`config.mk`:
```
export PLATFORM = sky130hd
export DESIGN_NAME = tpu_compute_sequencer_flat
export DESIGN_NICKNAME = d
export VERILOG_FILES = /design/src/rtl/tpu_seq_pkg.sv /design/src/rtl/tpu_compute_sequencer_if.sv /design/src/rtl/tpu_seq_index_counter.sv /design/src/rtl/tpu_compute_sequencer.sv /design/src/flat_wrapper.sv
export SDC_FILE = /design/constraint.sdc
export NUM_CORES = 1
export LEC_CHECK = 0
export ABC_AREA = 0
export BUFFER_PORTS_ARGS = -buffer_cell sky130_fd_sc_hd__buf_2
export CORE_MARGIN = 2
export CORE_UTILIZATION = 51
export CTS_BUF_LIST = sky130_fd_sc_hd__clkbuf_2 sky130_fd_sc_hd__clkbuf_4 sky130_fd_sc_hd__clkbuf_8
export DETAILED_ROUTE_END_ITERATION = 8
export GPL_ROUTABILITY_DRIVEN = 0
export GPL_TIMING_DRIVEN = 0
export PLACE_DENSITY_LB_ADDON = 0.25
export SYNTH_ARGS = -nofsm -noshare
export SYNTH_HDL_FRONTEND = slang
export SYNTH_HIERARCHICAL = 1
export SYNTH_SLANG_ARGS = --single-unit
```
`constraint.sdc`:
```
create_clock -name clk -period 3.78 [get_ports clk]
set_input_delay 0.189 -clock clk [delete_from_list [all_inputs] [get_ports clk]]
set_output_delay 0.189 -clock clk [all_outputs]
set_load 0.01 [all_outputs]
```
`src/rtl/tpu_seq_pkg.sv`:
```
// Shared types and default widths for the TPU compute sequencer.
package tpu_seq_pkg;

    localparam int DATA_WIDTH_DEF     = 32;
    localparam int DIM_W_DEF          = 8;
    localparam int ADDR_W_DEF         = 16;
    localparam int TIMEOUT_CYCLES_DEF = 64;

    typedef enum logic [2:0] {
        S_IDLE  = 3'd0,
        S_FETCH = 3'd1,
        S_ISSUE = 3'd2,
        S_WAIT  = 3'd3,
        S_WRITE = 3'd4,
        S_DONE  = 3'd5
    } state_t;

    typedef enum logic [1:0] {
        DT_INT8    = 2'b00,
        DT_FP16    = 2'b01,
        DT_FP32    = 2'b10,
        DT_ILLEGAL = 2'b11
    } dtype_t;

endpackage

```
`src/rtl/tpu_compute_sequencer_if.sv`:
```
// Operand-buffer, compute-array and result-write signals of the sequencer.
// Handshakes: op_req is held until op_rsp_valid (a same-cycle response is legal);
// res_valid is held with res_addr/res_data stable until res_ready, a transfer
// happens on the rising edge where both are high; start_compute is a single-cycle
// pulse answered later by a single-cycle data_valid_out.
interface tpu_compute_sequencer_if #(
    parameter int DATA_WIDTH = 32,
    parameter int ADDR_W     = 16
) ();

    logic                  op_req;
    logic [ADDR_W-1:0]     op_addr;
    logic                  op_rsp_valid;
    logic [DATA_WIDTH-1:0] op_rsp_data;

    logic                  start_compute;
    logic [1:0]            data_type;
    logic [DATA_WIDTH-1:0] data_in;
    logic                  data_valid_out;
    logic [DATA_WIDTH-1:0] data_out;

    logic                  res_valid;
    logic [ADDR_W-1:0]     res_addr;
    logic [DATA_WIDTH-1:0] res_data;
    logic                  res_ready;

    modport master (
        output op_req, op_addr,
        input  op_rsp_valid, op_rsp_data,
        output start_compute, data_type, data_in,
        input  data_valid_out, data_out,
        output res_valid, res_addr, res_data,
        input  res_ready
    );

    modport slave (
        input  op_req, op_addr,
        output op_rsp_valid, op_rsp_data,
        input  start_compute, data_type, data_in,
        output data_valid_out, data_out,
        input  res_valid, res_addr, res_data,
        output res_ready
    );

endinterface

```
`src/rtl/tpu_seq_index_counter.sv`:
```
// Row-major i/j walker over an m x n tile with a linear element index.
module tpu_seq_index_counter #(
    parameter int DIM_W  = 8,
    parameter int ADDR_W = 16
) (
    input  logic              clk,
    input  logic              rst_n,
    input  logic              load,
    input  logic              step,
    input  logic [DIM_W-1:0]  m,
    input  logic [DIM_W-1:0]  n,
    output logic              last,
    output logic [ADDR_W-1:0] idx
);

    logic [DIM_W-1:0] i_q, j_q, m_q, n_q;

    // Row-major order makes i*n+j advance by exactly one per step, so the
    // linear index is kept as its own counter instead of a multiplier.
    always_ff @(posedge clk or negedge rst_n) begin
        if (!rst_n) begin
            i_q <= '0;
            j_q <= '0;
            m_q <= '0;
            n_q <= '0;
            idx <= '0;
        end else if (load) begin
            i_q <= '0;
            j_q <= '0;
            m_q <= m;
            n_q <= n;
            idx <= '0;
        end else if (step) begin
            if (j_q == n_q - DIM_W'(1)) begin
                j_q <= '0;
                i_q <= i_q + DIM_W'(1);
            end else begin
                j_q <= j_q + DIM_W'(1);
            end
            idx <= idx + ADDR_W'(1);
        end
    end

    assign last = (i_q == m_q - DIM_W'(1)) && (j_q == n_q - DIM_W'(1));

endmodule

```
`src/rtl/tpu_compute_sequencer.sv`:
```
// Walks an M x N output tile one element at a time: fetch operand, issue to
// the compute array, wait for its result, write it back; keeps perf counters.
module tpu_compute_sequencer
    import tpu_seq_pkg::*;
#(
    parameter int DATA_WIDTH     = DATA_WIDTH_DEF,
    parameter int DIM_W          = DIM_W_DEF,
    parameter int ADDR_W         = ADDR_W_DEF,
    parameter int TIMEOUT_CYCLES = TIMEOUT_CYCLES_DEF
) (
    input  logic              clk,
    input  logic              rst_n,
    input  logic              cfg_start,
    input  logic              cfg_abort,
    input  logic [DIM_W-1:0]  cfg_m,
    input  logic [DIM_W-1:0]  cfg_n,
    input  logic [1:0]        cfg_dtype,
    output logic              busy,
    output logic              done,
    output logic              err_cfg,
    output logic              err_timeout,
    output logic [31:0]       cycle_count,
    output logic [31:0]       op_count,
    output state_t            dbg_state,
    tpu_compute_sequencer_if.master bus
);

    localparam int TW = $clog2(TIMEOUT_CYCLES) + 1;

    state_t            state;
    logic [TW-1:0]     wait_cnt;
    logic              idx_load;
    logic              idx_step;
    logic              idx_last;
    logic [ADDR_W-1:0] idx;

    assign idx_load = (state == S_IDLE) && cfg_start;
    assign idx_step = (state == S_WRITE) && bus.res_ready && !cfg_abort;

    tpu_seq_index_counter #(
        .DIM_W  (DIM_W),
        .ADDR_W (ADDR_W)
    ) u_index (
        .clk   (clk),
        .rst_n (rst_n),
        .load  (idx_load),
        .step  (idx_step),
        .m     (cfg_m),
        .n     (cfg_n),
        .last  (idx_last),
        .idx   (idx)
    );

    // The index only moves on write acceptance, so both addresses stay stable
    // across a stalled write.
    assign bus.op_addr  = idx;
    assign bus.res_addr = idx;
    assign dbg_state    = state;

    always_ff @(posedge clk or negedge rst_n) begin
        if (!rst_n) begin
            state             <= S_IDLE;
            busy              <= 1'b0;
            done              <= 1'b0;
            err_cfg           <= 1'b0;
            err_timeout       <= 1'b0;
            cycle_count       <= '0;
            op_count          <= '0;
            wait_cnt          <= '0;
            bus.op_req        <= 1'b0;
            bus.start_compute <= 1'b0;
            bus.data_type     <= 2'b00;
            bus.data_in       <= '0;
            bus.res_valid     <= 1'b0;
            bus.res_data      <= '0;
        end else begin
            if (state != S_IDLE) cycle_count <= cycle_count + 32'd1;

            // Abort wins over every transition; counters and sticky flags hold.
            if (state != S_IDLE && cfg_abort) begin
                state             <= S_IDLE;
                busy              <= 1'b0;
                done              <= 1'b0;
                bus.op_req        <= 1'b0;
                bus.start_compute <= 1'b0;
                bus.res_valid     <= 1'b0;
            end else begin
                case (state)
                    S_IDLE: begin
                        if (cfg_start) begin
                            bus.data_type <= cfg_dtype;
                            cycle_count   <= '0;
                            op_count      <= '0;
                            err_cfg       <= (cfg_dtype == DT_ILLEGAL);
                            err_timeout   <= 1'b0;
                            busy          <= 1'b1;
                            if (cfg_dtype == DT_ILLEGAL || cfg_m == '0 || cfg_n == '0) begin
                                state <= S_DONE;
                                done  <= 1'b1;
                            end else begin
                                state      <= S_FETCH;
                                bus.op_req <= 1'b1;
                            end
                        end
                    end
                    S_FETCH: begin
                        if (bus.op_rsp_valid) begin
                            bus.data_in       <= bus.op_rsp_data;
                            bus.op_req        <= 1'b0;
                            bus.start_compute <= 1'b1;
                            state             <= S_ISSUE;
                        end
                    end
                    S_ISSUE: begin
                        bus.start_compute <= 1'b0;
                        wait_cnt          <= '0;
                        state             <= S_WAIT;
                    end
                    S_WAIT: begin
                        if (bus.data_valid_out) begin
                            bus.res_data  <= bus.data_out;
                            bus.res_valid <= 1'b1;
                            state         <= S_WRITE;
                        end else if (wait_cnt == TW'(TIMEOUT_CYCLES - 1)) begin
                            err_timeout <= 1'b1;
                            done        <= 1'b1;
                            state       <= S_DONE;
                        end else begin
                            wait_cnt <= wait_cnt + TW'(1);
                        end
                    end
                    S_WRITE: begin
                        if (bus.res_ready) begin
                            bus.res_valid <= 1'b0;
                            op_count      <= op_count + 32'd1;
                            if (idx_last) begin
                                done  <= 1'b1;
                                state <= S_DONE;
                            end else begin
                                bus.op_req <= 1'b1;
                                state      <= S_FETCH;
                            end
                        end
                    end
                    S_DONE: begin
                        done  <= 1'b0;
                        busy  <= 1'b0;
                        state <= S_IDLE;
                    end
                    default: begin
                        state <= S_IDLE;
                        busy  <= 1'b0;
                        done  <= 1'b0;
                    end
                endcase
            end
        end
    end

endmodule

```
`src/flat_wrapper.sv`:
```
// flat-port wrapper written by rule: the top's interface ports become plain ports
module tpu_compute_sequencer_flat import tpu_seq_pkg::*;
#(
    parameter int DATA_WIDTH     = DATA_WIDTH_DEF,
    parameter int DIM_W          = DIM_W_DEF,
    parameter int ADDR_W         = ADDR_W_DEF,
    parameter int TIMEOUT_CYCLES = TIMEOUT_CYCLES_DEF
)
  (clk, rst_n, cfg_start, cfg_abort, cfg_m, cfg_n, cfg_dtype, busy, done, err_cfg, err_timeout, cycle_count, op_count, dbg_state, bus_op_req, bus_op_addr, bus_op_rsp_valid, bus_op_rsp_data, bus_start_compute, bus_data_type, bus_data_in, bus_data_valid_out, bus_data_out, bus_res_valid, bus_res_addr, bus_res_data, bus_res_ready);
  tpu_compute_sequencer_if #(.DATA_WIDTH(DATA_WIDTH), .ADDR_W(ADDR_W)) bus_i ();
  input  logic clk;
  input  logic rst_n;
  input  logic cfg_start;
  input  logic cfg_abort;
  input  logic [DIM_W-1:0] cfg_m;
  input  logic [DIM_W-1:0] cfg_n;
  input  logic [1:0] cfg_dtype;
  output logic busy;
  output logic done;
  output logic err_cfg;
  output logic err_timeout;
  output logic [31:0] cycle_count;
  output logic [31:0] op_count;
  output state_t dbg_state;
  output wire logic [$bits(bus_i.op_req)-1:0] bus_op_req;
  output wire logic [$bits(bus_i.op_addr)-1:0] bus_op_addr;
  input wire logic [$bits(bus_i.op_rsp_valid)-1:0] bus_op_rsp_valid;
  input wire logic [$bits(bus_i.op_rsp_data)-1:0] bus_op_rsp_data;
  output wire logic [$bits(bus_i.start_compute)-1:0] bus_start_compute;
  output wire logic [$bits(bus_i.data_type)-1:0] bus_data_type;
  output wire logic [$bits(bus_i.data_in)-1:0] bus_data_in;
  input wire logic [$bits(bus_i.data_valid_out)-1:0] bus_data_valid_out;
  input wire logic [$bits(bus_i.data_out)-1:0] bus_data_out;
  output wire logic [$bits(bus_i.res_valid)-1:0] bus_res_valid;
  output wire logic [$bits(bus_i.res_addr)-1:0] bus_res_addr;
  output wire logic [$bits(bus_i.res_data)-1:0] bus_res_data;
  input wire logic [$bits(bus_i.res_ready)-1:0] bus_res_ready;
  assign bus_op_req = bus_i.op_req;
  assign bus_op_addr = bus_i.op_addr;
  assign bus_i.op_rsp_valid = bus_op_rsp_valid;
  assign bus_i.op_rsp_data = bus_op_rsp_data;
  assign bus_start_compute = bus_i.start_compute;
  assign bus_data_type = bus_i.data_type;
  assign bus_data_in = bus_i.data_in;
  assign bus_i.data_valid_out = bus_data_valid_out;
  assign bus_i.data_out = bus_data_out;
  assign bus_res_valid = bus_i.res_valid;
  assign bus_res_addr = bus_i.res_addr;
  assign bus_res_data = bus_i.res_data;
  assign bus_i.res_ready = bus_res_ready;
  tpu_compute_sequencer #(.DATA_WIDTH(DATA_WIDTH), .DIM_W(DIM_W), .ADDR_W(ADDR_W), .TIMEOUT_CYCLES(TIMEOUT_CYCLES)) u_core (.clk(clk), .rst_n(rst_n), .cfg_start(cfg_start), .cfg_abort(cfg_abort), .cfg_m(cfg_m), .cfg_n(cfg_n), .cfg_dtype(cfg_dtype), .busy(busy), .done(done), .err_cfg(err_cfg), .err_timeout(err_timeout), .cycle_count(cycle_count), .op_count(op_count), .dbg_state(dbg_state), .bus(bus_i));
endmodule
```
# After elaboration in Yosys (flattened, before gate mapping)
# Cells that the tools add are included.
dict set report word_totals {
  ff_bits 195
  output_inout_bits 172
}
dict set report classes {
  bitwise_logic 1
  eq_ne 26
  n_mux 54
  reduce_logical 35
  addsub 8
}
# op count
set op_table {}
lappend op_table {{two-way mux 32 bit} 6}
lappend op_table {{adder 32 x 1 -> 32 bit (second input constant)} 2}
lappend op_table {{case mux 32 bit (2 select lines)} 1}
lappend op_table {{two-way mux 8 bit} 6}
lappend op_table {{two-way mux 16 bit} 2}
lappend op_table {{two-way mux 3 bit} 8}
lappend op_table {{two-way mux 1 bit} 21}
lappend op_table {{adder 16 x 1 -> 16 bit (second input constant)} 1}
lappend op_table {{adder 8 x 1 -> 8 bit (second input constant)} 2}
lappend op_table {{equality test 8 bit} 2}
lappend op_table {{logical NOT 8 bit} 2}
lappend op_table {{subtractor 8 x 1 -> 8 bit (second input constant)} 2}
lappend op_table {{inequality test 3 bit (second input constant)} 5}
lappend op_table {{case mux 3 bit (5 select lines)} 1}
lappend op_table {{two-way mux 7 bit} 2}
lappend op_table {{case mux 7 bit (2 select lines)} 1}
lappend op_table {{inequality test 3 x 2 -> 1 bit (second input constant)} 4}
lappend op_table {{AND reduction 3 bit} 4}
lappend op_table {{AND reduction 4 bit} 3}
lappend op_table {{nonzero test 2 bit} 5}
lappend op_table {{nonzero test 3 bit} 3}
lappend op_table {{inequality test 2 bit (second input constant)} 4}
lappend op_table {{case mux 1 bit (2 select lines)} 4}
lappend op_table {{adder 7 x 1 -> 7 bit (second input constant)} 1}
lappend op_table {{other kinds (22)} 32}

# Longest topological paths before layout
dict set report depth {
  depth_word 7
  depth_mapped 12
  depth_no_buf 12
}

# By module
# Netlist, hierarchy kept.
# module area_per_inst_um2 n_inst seq_area_each_um2 cells_each
set modules_own_cells {}
lappend modules_own_cells {tpu_compute_sequencer 6767.7 1 3678.5 607}
lappend modules_own_cells {tpu_seq_index_counter 2606.2 1 1201.2 267}

# Worst setup path after synthesis
# No wires, ideal clock.
dict set report synth_timing {
  path_kind {reg-to-reg}
  startpoint {register u_core.u_index.n_q[0]}
  endpoint {register u_core.bus.op_req}
  arrival_time_ns 2.800
  required_time_ns 3.659
  path_slack_ns 0.859
  path_stages_with_launch 13
  setup_ns 0.121
  path_cell_list {dfrtp_1 inv_1 ha_1 or3b_1 or4_1 a211oi_2 o211ai_2 nor3_1 nor3_1 a211o_1 nand2_1 a21oi_1 o22a_1}
}
dict set report synth_via {
  elab_chain_cells 5
}
# element line
set synth_rtl {}
lappend synth_rtl {{start: declaration} tpu_seq_index_counter.sv:16} ;# logic [DIM_W-1:0] i_q, j_q, m_q, n_q;
lappend synth_rtl {{start signal: assignment} tpu_seq_index_counter.sv:31} ;# n_q <= n;
lappend synth_rtl {{subtractor 8 x 1 -> 8 bit} tpu_seq_index_counter.sv:44} ;# assign last = (i_q == m_q - DIM_W'(1)) && (j_q == n_q - DIM_W'(1));
lappend synth_rtl {{equality test 8 bit} tpu_seq_index_counter.sv:44}
lappend synth_rtl {{logical AND 1 bit} tpu_seq_index_counter.sv:44}
lappend synth_rtl {{via u_core.idx_last} tpu_compute_sequencer.sv:34} ;# logic idx_last;
lappend synth_rtl {{inequality test 3 bit (no source line)} n/a}
lappend synth_rtl {{AND reduction 6 bit (no source line)} n/a}
lappend synth_rtl {{end signal: assignment} tpu_compute_sequencer.sv:70} ;# bus.op_req <= 1'b0;
lappend synth_rtl {{end signal: assignment} tpu_compute_sequencer.sv:84} ;# bus.op_req <= 1'b0;
lappend synth_rtl {{end signal: assignment} tpu_compute_sequencer.sv:102} ;# bus.op_req <= 1'b1;
lappend synth_rtl {{end: declaration} tpu_compute_sequencer_if.sv:28} ;# output op_req, op_addr,
# The timed path passes the listed nets, and every way through them passes these cells.
# A chain may end at the register's enable or synchronous reset.

# Worst setup path after layout
# Same ends and word-level chain as after synthesis.

==> qor.csv <==
stage,metric,value,unit
run_status,status,"finished, final reports clean",
setup_path,CP Launch Type,flop,
clocking,CTS sink cnt,195,
sta,Max-slew headroom,54.4,%
global_routing,wire length of the first global-routing pass,39000,um
drt,detailed-route DRC error count,0,
layout,share of post-route cells with drive strength above 1,33.7,%
drt,routed vias,7935,
placed_design,placed cells,1363,
sta,Final Hold Viols,0,
die,Vert. Die Dim,140,um
placed_design,pre-CTS setup slack,0.0330,ns
logic_synthesis,Synth area leaders,"dfrtp_1 52%, mux2_2 9.2%, xor2_1 4.6%",
clocking,later-pin clock latency in the skew report,0.46,ns
placed_design,quantity of I/O buffers inserted on ports,259,
sta,total negative setup slack,0,ns
layout,sequential cell area,0.00488,mm^2
global_routing,Overall Global Routing Usage,24.5,%
drt,final wirelength,23600,um
sta,count of final setup violators,0,
sta,Tmin final,3.45,ns
die,io pins,261,
layout,multi-input logic area,0.00414,mm^2
clocking,CTS root buf,clkbuf_8,
sta,final setup margin,0.331,ns
clocking,H-tree depth,4,
hold_path,Hold Path Class,input port to flop,
logic_synthesis,Synth Instances,874,
clocking,clk slew on worst S/H paths,0.11,ns
logic_synthesis,YS warnings,6,
clocking,Longest Clk Path Bufs,2,
sta,final hold slack,0.0750,ns
logic_synthesis,number of synthesized flops with an enable pin,0,
die,Core Area,0.0180,mm^2
setup_path,crit path from,u_core/u_index/n_q[0]$_DFFE_PN0P_,
die,Die X-Extent,140,um
hold_path,hold path startpoint,bus_op_rsp_valid,
pwr,P_leak,6.04,nW
layout,antenna cells,0,
setup_path,CP cell instances,inv_1 > ha_1 > or3b_1 > or4_1 > a211oi_2 > o211ai_2 > nor3_1 > nor3_1 > a211o_1 > nand2_1 > a21oi_1 > o22a_1,
clocking,total CTS buffers,17,
sta,Final Slew Violations,0,
logic_synthesis,synthesized area per cell,10.7,um^2
global_routing,vias in the first global route,7871,
clocking,post-CTS resize count,0,
logic_synthesis,leading area contributor after synthesis,dfrtp_1,
pwr,maximum VDD drop,0.439,mV
logic_synthesis,"Distinct cells, synth",64,
logic_synthesis,most instantiated cells after synthesis,"195 x dfrtp_1, 88 x nor2_1, 77 x mux2_2, 73 x nand2_1, 51 x nand3_1",
setup_path,crit path kind,flop to flop,
die,Die ar.,0.0195,mm^2
setup_path,Worst path slowest cell,nor3_1,
setup_path,Crit path buffers/inverters,1,
setup_path,crit end category,flop,
job,Max Cap Viol,0,
layout,Fillers,1394,
drt,post-DR wirelength/cell,16.0,um
setup_path,"CP delay by family, top",simple AND/OR/NAND/NOR gates,
clocking,CTS tree,built,
setup_path,worst-path maximum fanout,9,
sta,clock skew,0.0227,ns
sta,Worst-Margin Slew,0.675,ns
layout,Post-Layout Cell Count,1477,
logic_synthesis,Syn Nets,971,
pwr,Cell Pwr Density,554,mW/mm^2
setup_path,r2r startpoint,u_core/u_index/n_q[0]$_DFFE_PN0P_,
logic_synthesis,#FFs+latches synth,195,
layout,nets@finish,1333,
logic_synthesis,Synth Flop Type,dfrtp_1,
global_routing,largest net degree at the start of global routing,107,
global_routing,initial antenna violation count,0,
die,row cnt,49,
global_routing,GRT Residual Overflow,0,
setup_path,CP max stage delay,0.50,ns
drt,first-pass detailed-route iteration total,4,
logic_synthesis,post-synthesis sequential area ratio,52.1,%
placed_design,dpl hpwl,16100,um
logic_synthesis,Synth Cell Area,0.00937,mm^2
setup_path,Critical Path Most Common Cell,nor3_1,
logic_synthesis,asr flop ratio synth,100,%
layout,area growth from synthesis to layout,30.5,%
die,starting density of the core,52.0,%
drt,vias per cell,5.37,
drt,initial DRC count,413,
drt,Final ANT Viol Nets,0,
logic_synthesis,post-synth top area share,52.1,%
sta,fmax,290,MHz
sta,final period utilization,91.2,%
sta,RSZ-0062 raised after global routing,no,
setup_path,Arrival @ worst endpoint,3.80,ns
setup_path,"Req. time, crit path",4.13,ns
logic_synthesis,most common cell in the netlist,dfrtp_1,
## routing by layer
metal  GRT usage [%]  share of wire (%)  wire (um)
met1            31.5                 43      10200
met2            41.0                 49      11600
met3            6.74                6.5       1530
met4            6.74               0.98        232
met5               0                  0          0
## power by group
group / switching [W] / internal, W / leakage (nW)
clock: 0.000808 / 0.000555 / 0.196
sequential: 0.000378 / 0.00262 / 2.55
combinational: 0.00130 / 0.00113 / 3.29
total: 0.00248 / 0.00430 / 6.04
## cell usage in the layout (no fill, tap or decap), types with 4 or more instances in the layout
master         count
nand2_1           73
a22oi_1            4
buf_4             17
nand3b_1           4
nor2_1            88
xor2_1            49
and3_1            17
nand4_1           27
clkbuf_1          15
inv_8              4
or4_1              4
inv_1             18
or3_1              9
buf_2            275
mux2i_1           17
clkbuf_8          17
dfrtp_1          195
and4_1             6
ha_1               8
o21ai_0           32
mux2_2            77
and2_1             4
nor3_1            10
o211ai_1           6
nor4_1            14
nand3_1           51
o31ai_1            9
a21oi_1           19
xnor2_1           24
dlygate4sd3_1     84
nor2b_1            6
## final timing paths
path | to | slack [ns] | depth (start not counted)
max in group asynchronous | u_core/u_index/i_q[3]$_DFFE_PN0P_ | 2.51 | 3
setup reg to reg | u_core/bus.op_req$_DFFE_PN0P_ | 0.33 | 12
hold reg to reg | u_core/bus.data_type[1]$_DFFE_PN0P_ | 0.48 | 2
min in group asynchronous | u_core/cycle_count[27]$_DFF_PN0_ | 0.31 | 2
hold / removal | u_core/bus.start_compute$_DFFE_PN0P_ | 0.08 | 3
setup / recovery | u_core/bus.op_req$_DFFE_PN0P_ | 0.33 | 12
## state kept, by name, summed over array words and instances (netlist names), 2 cells and up
name	flops
u_core/op_count	32
u_core/dbg_state	3
u_core/bus.res_data	32
u_core/u_index/j_q	8
u_core/u_index/i_q	8
u_core/u_index/n_q	8
u_core/u_index/idx	16
u_core/u_index/m_q	8
u_core/cycle_count	32
u_core/bus.data_in	32
u_core/wait_cnt	7
u_core/bus.data_type	2
## through the flow
step / util, % / total power (W) / area (um^2)
floorplan: - / 0.00447 / 9370
global placement: 60.8 / 0.00530 / 11000
detailed placement: 61.0 / 0.00538 / 11000
CTS: 67.9 / 0.00682 / 12200
global route: 67.9 / 0.00720 / 12200
finish: 67.9 / 0.00678 / 12200
## cell type report
type | count | area share [%]
flip-flops and latches | 195 | 39.9
clock buffers | 17 | 1.91
repair buffers | 344 | 17.8
multi-input cells | 607 | 33.8
inverters | 19 | 0.583
well taps | 229 | 2.34
plain buffers | 52 | 2.29
clock inverters | 14 | 1.36
## worst reg2reg max path, cell delays in order (launching register included)
cell and delay [ns]:
dfrtp_1 0.45, inv_1 0.09, ha_1 0.19, or3b_1 0.38
or4_1 0.43, a211oi_2 0.35, o211ai_2 0.27, nor3_1 0.50
nor3_1 0.09, a211o_1 0.29, nand2_1 0.08, a21oi_1 0.05
o22a_1 0.18
## what timing repair did
item,CTS,global route
hold buffers,84,0
setup buffers,0,0
endpoints found under the hold margin,173,0
endpoints found under the setup margin,2,0
## cell families after synthesis
| logic type | Yosys count | share of synthesized area, % |
|---|---|---|
| and+or+nand+nor | 337 | 18.3 |
| DFF | 195 | 52.1 |
| AOI/OAI and AO/OA | 95 | 6.89 |
| muxes | 94 | 11.1 |
| xor gates and xnor gates | 73 | 6.82 |
| buffers and inverters | 72 | 3.79 |
| adders and majority gates | 8 | 1.07 |
Power figures use the tool's default switching activity.
